**src/rtl/adc_runup_ctl.sv**
```systemverilog
// adc_runup_ctl
//   Run-up integrating ADC controller. Each accepted start shorts the
//   integrator for INT_RESET_CLKS clocks, then integrates for the latched
//   aperture in fixed RUNUP_PERIOD windows. At the start of every window
//   the comparator chooses -ref (integrator above zero) or +ref. The bench
//   of +ref / -ref windows is reported when the conversion finishes.
//
// Handshake: adc_measure_start is sampled on every posedge but is only
//   accepted in IDLE; it is neither queued nor acknowledged otherwise.
//   adc_measure_done is a 1-clk pulse, and count_pos/count_neg are valid
//   from that edge until the next accepted start.
//
// Ports
//   clk                   in   system clock
//   reset                 in   asynchronous, active-high
//   adc_measure_start     in   conversion request
//   clk_count_aperture_n  in   aperture in clks, latched when start is accepted
//   comparator_val        in   1 = integrator above zero
//   adc_measure_done      out  1-clk completion pulse
//   busy                  out  conversion in progress
//   sw_int_reset          out  1 = integrator shorted
//   refmux                out  00 off, 01 +ref, 10 -ref
//   count_pos             out  +ref windows in the last conversion
//   count_neg             out  -ref windows in the last conversion
//   monitor               out  [0] integrating, [1] copy of done pulse
module adc_runup_ctl #(
  parameter int RUNUP_PERIOD   = 20,
  parameter int INT_RESET_CLKS = 2000,
  parameter int CW             = 24
) (
  input  logic          clk,
  input  logic          reset,
  input  logic          adc_measure_start,
  input  logic [CW-1:0] clk_count_aperture_n,
  input  logic          comparator_val,
  output logic          adc_measure_done,
  output logic          busy,
  output logic          sw_int_reset,
  output logic [1:0]    refmux,
  output logic [CW-1:0] count_pos,
  output logic [CW-1:0] count_neg,
  output logic [1:0]    monitor
);

  typedef enum logic [1:0] {IDLE, INT_RESET, INTEGRATE, DONE} state_t;

  // One phase counter serves both the shorting interval and the run-up window.
  localparam int PMAX = (INT_RESET_CLKS > RUNUP_PERIOD) ? INT_RESET_CLKS : RUNUP_PERIOD;
  localparam int PW   = (PMAX > 2) ? $clog2(PMAX) : 1;
  localparam logic [PW-1:0] RST_LAST = PW'(INT_RESET_CLKS - 1);
  localparam logic [PW-1:0] PER_LAST = PW'(RUNUP_PERIOD - 1);

  state_t        state, nxt_state;
  logic [PW-1:0] phase, nxt_phase;
  // One extra bit: elapsed can exceed the aperture by up to RUNUP_PERIOD-1.
  logic [CW:0]   elapsed, nxt_elapsed, elapsed_plus;
  logic [CW-1:0] aperture, nxt_aperture;
  logic [CW-1:0] nxt_count_pos, nxt_count_neg;
  logic          nxt_done, nxt_busy, nxt_sw;
  logic [1:0]    nxt_refmux, nxt_monitor;
  logic          take_decision;

  assign elapsed_plus = elapsed + (CW+1)'(1);

  always_ff @(posedge clk or posedge reset) begin
    if (reset) begin
      state            <= IDLE;
      phase            <= '0;
      elapsed          <= '0;
      aperture         <= '0;
      count_pos        <= '0;
      count_neg        <= '0;
      adc_measure_done <= 1'b0;
      busy             <= 1'b0;
      sw_int_reset     <= 1'b1;
      refmux           <= 2'b00;
      monitor          <= 2'b00;
    end else begin
      state            <= nxt_state;
      phase            <= nxt_phase;
      elapsed          <= nxt_elapsed;
      aperture         <= nxt_aperture;
      count_pos        <= nxt_count_pos;
      count_neg        <= nxt_count_neg;
      adc_measure_done <= nxt_done;
      busy             <= nxt_busy;
      sw_int_reset     <= nxt_sw;
      refmux           <= nxt_refmux;
      monitor          <= nxt_monitor;
    end
  end

  always_comb begin
    nxt_state     = state;
    nxt_phase     = phase;
    nxt_elapsed   = elapsed;
    nxt_aperture  = aperture;
    nxt_count_pos = count_pos;
    nxt_count_neg = count_neg;
    nxt_done      = adc_measure_done;
    nxt_busy      = busy;
    nxt_sw        = sw_int_reset;
    nxt_refmux    = refmux;
    nxt_monitor   = monitor;
    take_decision = 1'b0;

    case (state)
      IDLE: begin
        if (adc_measure_start) begin
          nxt_aperture  = clk_count_aperture_n;
          nxt_count_pos = '0;
          nxt_count_neg = '0;
          nxt_busy      = 1'b1;
          nxt_phase     = '0;
          nxt_state     = INT_RESET;
        end
      end
      INT_RESET: begin
        if (phase == RST_LAST) begin
          // Releasing the short and taking the first decision share this edge.
          nxt_sw         = 1'b0;
          nxt_monitor[0] = 1'b1;
          nxt_elapsed    = '0;
          take_decision  = 1'b1;
          nxt_state      = INTEGRATE;
        end else begin
          nxt_phase = phase + PW'(1);
        end
      end
      INTEGRATE: begin
        nxt_elapsed = elapsed_plus;
        if (phase == PER_LAST) begin
          // Every boundary has at least one window behind it, so aperture 0
          // still yields exactly one window.
          if (elapsed_plus >= {1'b0, aperture}) begin
            nxt_refmux  = 2'b00;
            nxt_done    = 1'b1;
            nxt_monitor = 2'b10;
            nxt_state   = DONE;
          end else begin
            take_decision = 1'b1;
          end
        end else begin
          nxt_phase = phase + PW'(1);
        end
      end
      DONE: begin
        nxt_done       = 1'b0;
        nxt_monitor[1] = 1'b0;
        nxt_busy       = 1'b0;
        nxt_sw         = 1'b1;
        nxt_state      = IDLE;
      end
      default: nxt_state = IDLE;
    endcase

    // Integrator above zero -> apply -ref to pull it down, else +ref.
    if (take_decision) begin
      nxt_phase = '0;
      if (comparator_val) begin
        nxt_refmux    = 2'b10;
        nxt_count_neg = count_neg + CW'(1);
      end else begin
        nxt_refmux    = 2'b01;
        nxt_count_pos = count_pos + CW'(1);
      end
    end
  end

endmodule

```
**config.mk**
```make
export PLATFORM = sky130hd
export DESIGN_NAME = adc_runup_ctl
export DESIGN_NICKNAME = d
export VERILOG_FILES = /design/src/rtl/adc_runup_ctl.sv
export SDC_FILE = /design/constraint.sdc
export NUM_CORES = 1
export LEC_CHECK = 0
export CAP_MARGIN = 20
export CORE_MARGIN = 2
export CORE_UTILIZATION = 50
export DETAILED_ROUTE_END_ITERATION = 7
export GPL_TIMING_DRIVEN = 0
export PLACE_DENSITY = 0.73
export SYNTH_ARGS = -nofsm -noshare
export SYNTH_HDL_FRONTEND = slang
export SYNTH_SLANG_ARGS = --single-unit
```
**constraint.sdc**
```tcl
create_clock -name clk -period 5.24 [get_ports clk]
set_input_delay 1.572 -clock clk [delete_from_list [all_inputs] [get_ports clk]]
set_output_delay 1.572 -clock clk [all_outputs]
set_load 0.1 [all_outputs]
```
==> summary.txt, run 1 <==
Status = finished clean
Netlist cell types = 60
NumNets Final = 961
WP data required = 5.55 ns
Synth Instances = 795
First-pass GRT wire length = 30300 um
Slew margin rel. = 30.3%
Die Span X = 122 um
Wire length per cell = 16.9 um
Critical path launch point type = flip-flop
CP Class = flip-flop to flip-flop
Post-synthesis register bit count = 116
Core region area = 13700 um^2
Via/cell ratio = 5.83
Crit share post-route = 90.7%
Most common flop cell mapped by yosys = dfrtp_1
Post-synthesis average cell area = 8.72 um^2
Clock Power Share = 53.4%
Worst vdd ir = 0.000242 V
Dpl hpwl = 12600 um
Sw Share = 21.5%
Flop pwr share = 42.8%
Slew at the pin closest to its max-slew limit = 1.04 ns
Hold path start = refmux[0]
Die Y = 122 um
Area Growth Syn to Fin = 24.6%
Initial antenna violation count = 0
Worst Hold Path EP = refmux[0]
Final wirelength = 18400 um
Vias in the first global route = 6111
Path depth of the worst reg2reg path = 15
RSZ-0062 raised after global routing = false
Cells along the critical path = nand4_1 -> or3_4 -> nor3_1 -> nand3_1 -> xnor2_1 -> ha_1 -> nand3_1 -> nor3_1 -> a2111oi_0 -> o31ai_2 -> o41ai_2 -> and2_1 -> buf_2 -> a21oi_1 -> a21o_1
Drt pass-1 iters = 5
CTS buffer count = 17
Setup WS pre-CTS = -0.160 ns
Iter 0 DRT Violations = 531
Clk root buf = clkbuf_16
Fillers = 1184
Maximum clock insertion buffer count = 2
Reg2reg start = elapsed[10]
Share of layout cells above drive strength 1 = 7.35%
Final Non-Filler Cells = 1091
Clock Latency Late Sink = 0.42 ns
CP endpoint kind = flip-flop
Setup Viol. Count Final = 0
DRC errors left = 0
Rows = 43
CTS Sinks = 116
Seq/Total Area, Yosys = 41.9%
Static leakage = 3.80 nW
Largest net degree at the start of global routing = 73
Fmax = 211 MHz
DP Area = 8000 um^2
H-tree levels = 4
Commonest non-fill, non-tap cells in the layout = dfrtp_1 (115), nand2_1 (110), o21ai_0 (86)
Fin. max-slew vios = 0
Overflow after GRT = 0
Die ar. = 14800 um^2
FFs w/ async S/R, synth = 100%
Pwr/cell area = 244 nW/um^2
Maxcap violations = 0
Worst path bufs/invs = 1
Syn nets = 856
Final hold viol count = 0
Ant diodes = 0
Depth of the worst hold-timing path = 2
Max incr delay on CP = 0.51 ns
Placed cell count = 1057
Vias = 6363
Most common cell after layout, fill and taps aside = dfrtp_1
EDFF count, synth = 0
P_sw = 0.453 mW
I/O pins = 83
Buffers added on ports = 81
Total track usage = 26.1%
Gp weighted congestion = 0.840
Synthesis Warnings = 0
CTS tree = yes
Initial Util = 50.5%
Mapped cell area = 6930 um^2
Period minus WS final = 4.75 ns
Worst-path clk slew = 0.05 ns
R2r setup slk = 0.49 ns
Clk_skew = 0.00857 ns
CP top delay family = simple AND/OR/NAND/NOR gates
Final setup margin = 0.490 ns
Power Total = 2.11 mW
Smallest hold slack = 0.471 ns
CP Max Fanout = 10
Worst path slowest cell = a2111oi_0
Comb power frac = 3.8%
R2r endpoint = count_neg[17]
Worst Hold Class = flip-flop to flip-flop
Pint = 1.66 mW
Design Area, Final = 8640 um^2
Antenna viol nets, final = 0
Worst path arrival time = 5.06 ns
-- layout make-up --
| class | instances | area, um^2 | share of cell area (%) |
|---|---|---|---|
| plain buffers | 33 | 136 | 1.58 |
| clock buffers | 25 | 485 | 5.62 |
| clock inverters | 5 | 75.1 | 0.869 |
| inverters | 48 | 185 | 2.14 |
| multi-input cells | 598 | 3760 | 43.5 |
| flip-flops and latches | 116 | 2900 | 33.6 |
| well taps | 180 | 225 | 2.61 |
| repair buffers | 86 | 868 | 10.0 |
-- sequential cells by signal, indices dropped and copies added (netlist names) --
name              cells
elapsed              25
aperture             24
count_neg            24
count_pos            24
phase                11
refmux                2
state                 2
adc_measure_done      1
busy                  1
monitor               1
sw_int_reset          1
-- logic make-up after synthesis --
| family | Yosys count | synth area share [%] |
|---|---|---|
| AOI/OAI and AO/OA | 210 | 19.3 |
| xor gates and xnor gates | 26 | 3.39 |
| adders and majority gates | 33 | 5.96 |
| buffers and inverters | 81 | 4.57 |
| DFF | 116 | 41.9 |
| muxes | 21 | 3.21 |
| and+or+nand+nor | 308 | 21.7 |
-- tightest hold or removal path: stages (launching register included) --
cell	delay, ns
dfrtp_1	0.34
nand2_1	0.05
nand2_1	0.05
-- synth_stat cells, types with 11 or more instances --
library cell,instances,area [um^2]
nor2_1,45,169
xor2_1,11,96.3
nor3_1,17,85.1
a22o_1,13,114
nand4_1,17,106
and2_1,13,81.3
o21ai_0,86,430
a21oi_1,27,135
ha_1,33,413
mux2i_1,11,110
nand2_1,110,413
inv_1,48,180
dfrtp_1,115,2880
and3_1,15,93.8
a31oi_1,14,87.6
nand3_1,52,260
clkbuf_1,22,82.6
xnor2_1,14,123
a21o_1,11,82.6
o211ai_1,20,150
-- how the worst max path moves through the flow --
stage | from | endpoint | slack (ns) | cells past startpoint
global placement | reset | phase[7] | -1.22 | 2
finish | elapsed[10] | count_neg[17] | 0.49 | 15
detailed placement | elapsed[0] | count_pos[19] | -0.16 | 14
global route | elapsed[0] | count_pos[9] | 0.17 | 17
floorplan | reset | adc_measure_done | 0.60 | 1
CTS | elapsed[0] | count_pos[19] | 0.06 | 14
-- through the flow --
stage / util [%] / setup TNS (ns)
finish: 63.0 / 0
global route: 63.0 / 0
floorplan: - / 0
CTS: 62.5 / 0
detailed placement: 58.3 / -1.85
global placement: 58.1 / -140.03
-- metal layers --
metal | GRT usage [%] | share of wire [%] | vias to the layer above
li1 | - | - | 3058
met1 | 34.9 | 46 | 3108
met2 | 41.6 | 47 | 173
met3 | 7.02 | 5.4 | 24
met4 | 7.90 | 1.7 | 0
met5 | 0 | 0 | -
-- what timing repair did --
action / 4_1_cts / 5_1_grt
buffers inserted: 0 / 4
pin swaps: 0 / 2
hold buffers: 0 / 0
resized for setup: 2 / 5
setup endpoints to repair: 34 / 62
-- power by group through the flow --
stage	logic (mW)	clock network [mW]	registers [mW]
detailed placement	0.0811	0	0.918
global placement	0.0775	0	0.919
CTS	0.0816	1.13	0.903
finish	0.0800	1.13	0.903
global route	0.0870	1.19	0.903
floorplan	0.0223	0	0.938
Note: power is estimated with default switching activity, not from simulation.
==> run 2: changes to the inputs <==
--- a/config.mk
+++ b/config.mk
@@ -8,9 +8,11 @@
 export CAP_MARGIN = 20
 export CORE_MARGIN = 2
 export CORE_UTILIZATION = 50
+export CTS_BUF_LIST = sky130_fd_sc_hd__clkbuf_2 sky130_fd_sc_hd__clkbuf_4 sky130_fd_sc_hd__clkbuf_8
 export DETAILED_ROUTE_END_ITERATION = 7
 export GPL_TIMING_DRIVEN = 0
 export PLACE_DENSITY = 0.73
+export REMOVE_ABC_BUFFERS = 1
 export SYNTH_ARGS = -nofsm -noshare
 export SYNTH_HDL_FRONTEND = slang
 export SYNTH_SLANG_ARGS = --single-unit
==> run 2 against run 1 <==
Routed wire length fell by 7.4%. Global-route usage is 1.8 points lower. Non-clock buffer count fell by 31. Clock power is 34% lower. Maximum frequency is 2.6% lower. Utilization is 2.2 points lower. Critical path type unchanged. Critical endpoint is now count_neg[7].
==> summary.txt, run 2 (same netlist as run 1, synthesis figures left out) <==
Status = finished clean
CTS buffer count = 17
Setup WS pre-CTS = -0.830 ns
Commonest non-fill, non-tap cells in the layout = dfrtp_1 (115), nand2_1 (109), o21ai_0 (86)
Die Span X = 122 um
Via/cell ratio = 5.83
Clock Latency Late Sink = 0.46 ns
Worst Hold Class = flip-flop to flip-flop
Final wirelength = 17100 um
Buffers added on ports = 82
NumNets Final = 930
Final Non-Filler Cells = 1061
R2r setup slk = 0.36 ns
Hold Buf Count CTS = 0
Core region area = 13700 um^2
Die Y = 122 um
Smallest hold slack = 0.475 ns
Antenna viol nets, final = 0
Area Growth Syn to Fin = 20.3%
Path depth of the worst reg2reg path = 16
Critical path launch point type = flip-flop
First-pass GRT wire length = 28300 um
CP endpoint kind = flip-flop
CTS Sinks = 116
Largest Register = elapsed
Worst vdd ir = 0.000135 V
Most common cell after layout, fill and taps aside = dfrtp_1
DRC errors left = 0
CP Max Fanout = 6
Worst Setup SP = elapsed[0]
H-tree levels = 4
Maxcap violations = 0
Fmax = 205 MHz
Design Area, Final = 8340 um^2
DP Area = 7910 um^2
Iter 0 DRT Violations = 485
Fillers = 1178
Placed cell count = 1027
Vias in the first global route = 5981
Worst path arrival time = 5.22 ns
Clk root buf = clkbuf_8
Dpl hpwl = 11700 um
Fin. max-slew vios = 0
Clk_skew = 0.0106 ns
Hold path start = sw_int_reset
Slew at the pin closest to its max-slew limit = 1.01 ns
Depth of the worst hold-timing path = 2
Final hold viol count = 0
Die ar. = 14800 um^2
CTS tree = yes
CP Class = flip-flop to flip-flop
Ant diodes = 0
Rows = 43
Initial antenna violation count = 0
Total track usage = 24.3%
Largest net degree at the start of global routing = 86
Reg2reg start = elapsed[0]
I/O pins = 83
Overflow after GRT = 0
Setup Viol. Count Final = 0
Initial Util = 50.5%
Vias = 6186
Max FFs per register = 25
Worst-path clk slew = 0.06 ns
Final setup margin = 0.362 ns
WP data required = 5.58 ns
Gp weighted congestion = 0.869
Slew margin rel. = 32.4%
Final core occ = 60.8%
Wire length per cell = 16.1 um
RSZ-0062 raised after global routing = false
Maximum clock insertion buffer count = 2
Crit share post-route = 93.1%
Share of layout cells above drive strength 1 = 7.95%
Drt pass-1 iters = 5
Pwr/cell area = 208 nW/um^2
Static leakage = 3.68 nW
Final setup TNS = 0 ns
Period minus WS final = 4.88 ns
Power Total = 1.73 mW
-- run 2: cell count changes in the layout (fill, tap and decap cells not counted), sizes merged --
cell and change:
buf -10, bufinv -2, clkbuf -21, clkdlybuf4s50 +1, clkinv +2
-- run 2: power breakdown --
group	switching, mW	total (mW)	leakage [nW]	internal [mW]
Clock	0.354	0.750	0.194	0.396
Sequential	0.00403	0.902	1.46	0.898
Combinational	0.0513	0.0789	2.03	0.0276
Total	0.409	1.73	3.68	1.32
-- run 2: area by class of cell --
class	instances	area, um^2	area share, %
clock inverters	5	25.0	0.300
repair buffers	88	893	10.7
inverters	48	185	2.22
clock buffers	26	327	3.92
well taps	180	225	2.70
multi-input cells	598	3780	45.3
flip-flops and latches	116	2900	34.8
-- run 2: what timing repair did --
item / 4_1_cts / 5_1_grt
setup buffers: 2 / 0
hold endpoints to repair: 0 / 0
pin swaps: 1 / 1
setup endpoints to repair: 60 / 30
resized for setup: 4 / 6
-- run 2: per-layer routing --
layer  share of wire (%)  wire length, um  vias up  GRT usage [%]
li1                    -                -     2986              -
met1                  42             7140     3014           29.7
met2                  51             8750      154           41.4
met3                 4.7              803       32           5.57
met4                 2.3              386        0           9.77
met5                   0                0        -              0
-- run 2: worst paths after layout --
| check | end |
|---|---|
| min reg2reg | sw_int_reset |
| min in group asynchronous | aperture[20] |
| max reg2reg | count_neg[7] |
| max | count_neg[7] |
| max in group asynchronous | sw_int_reset |
| min | sw_int_reset |
-- run 2: worst max-delay path, stage by stage (launching register included) --
cell     delay, ns
dfrtp_1       0.43
ha_1          0.28
nand4_1       0.21
buf_4         0.23
nor3_1        0.45
nand3_1       0.16
xnor2_1       0.18
ha_1          0.31
nand4_1       0.13
nor4_1        0.45
o21ai_0       0.16
a31oi_1       0.65
o41ai_4       0.23
buf_4         0.21
a31o_1        0.26
a21o_1        0.17
a22o_1        0.24
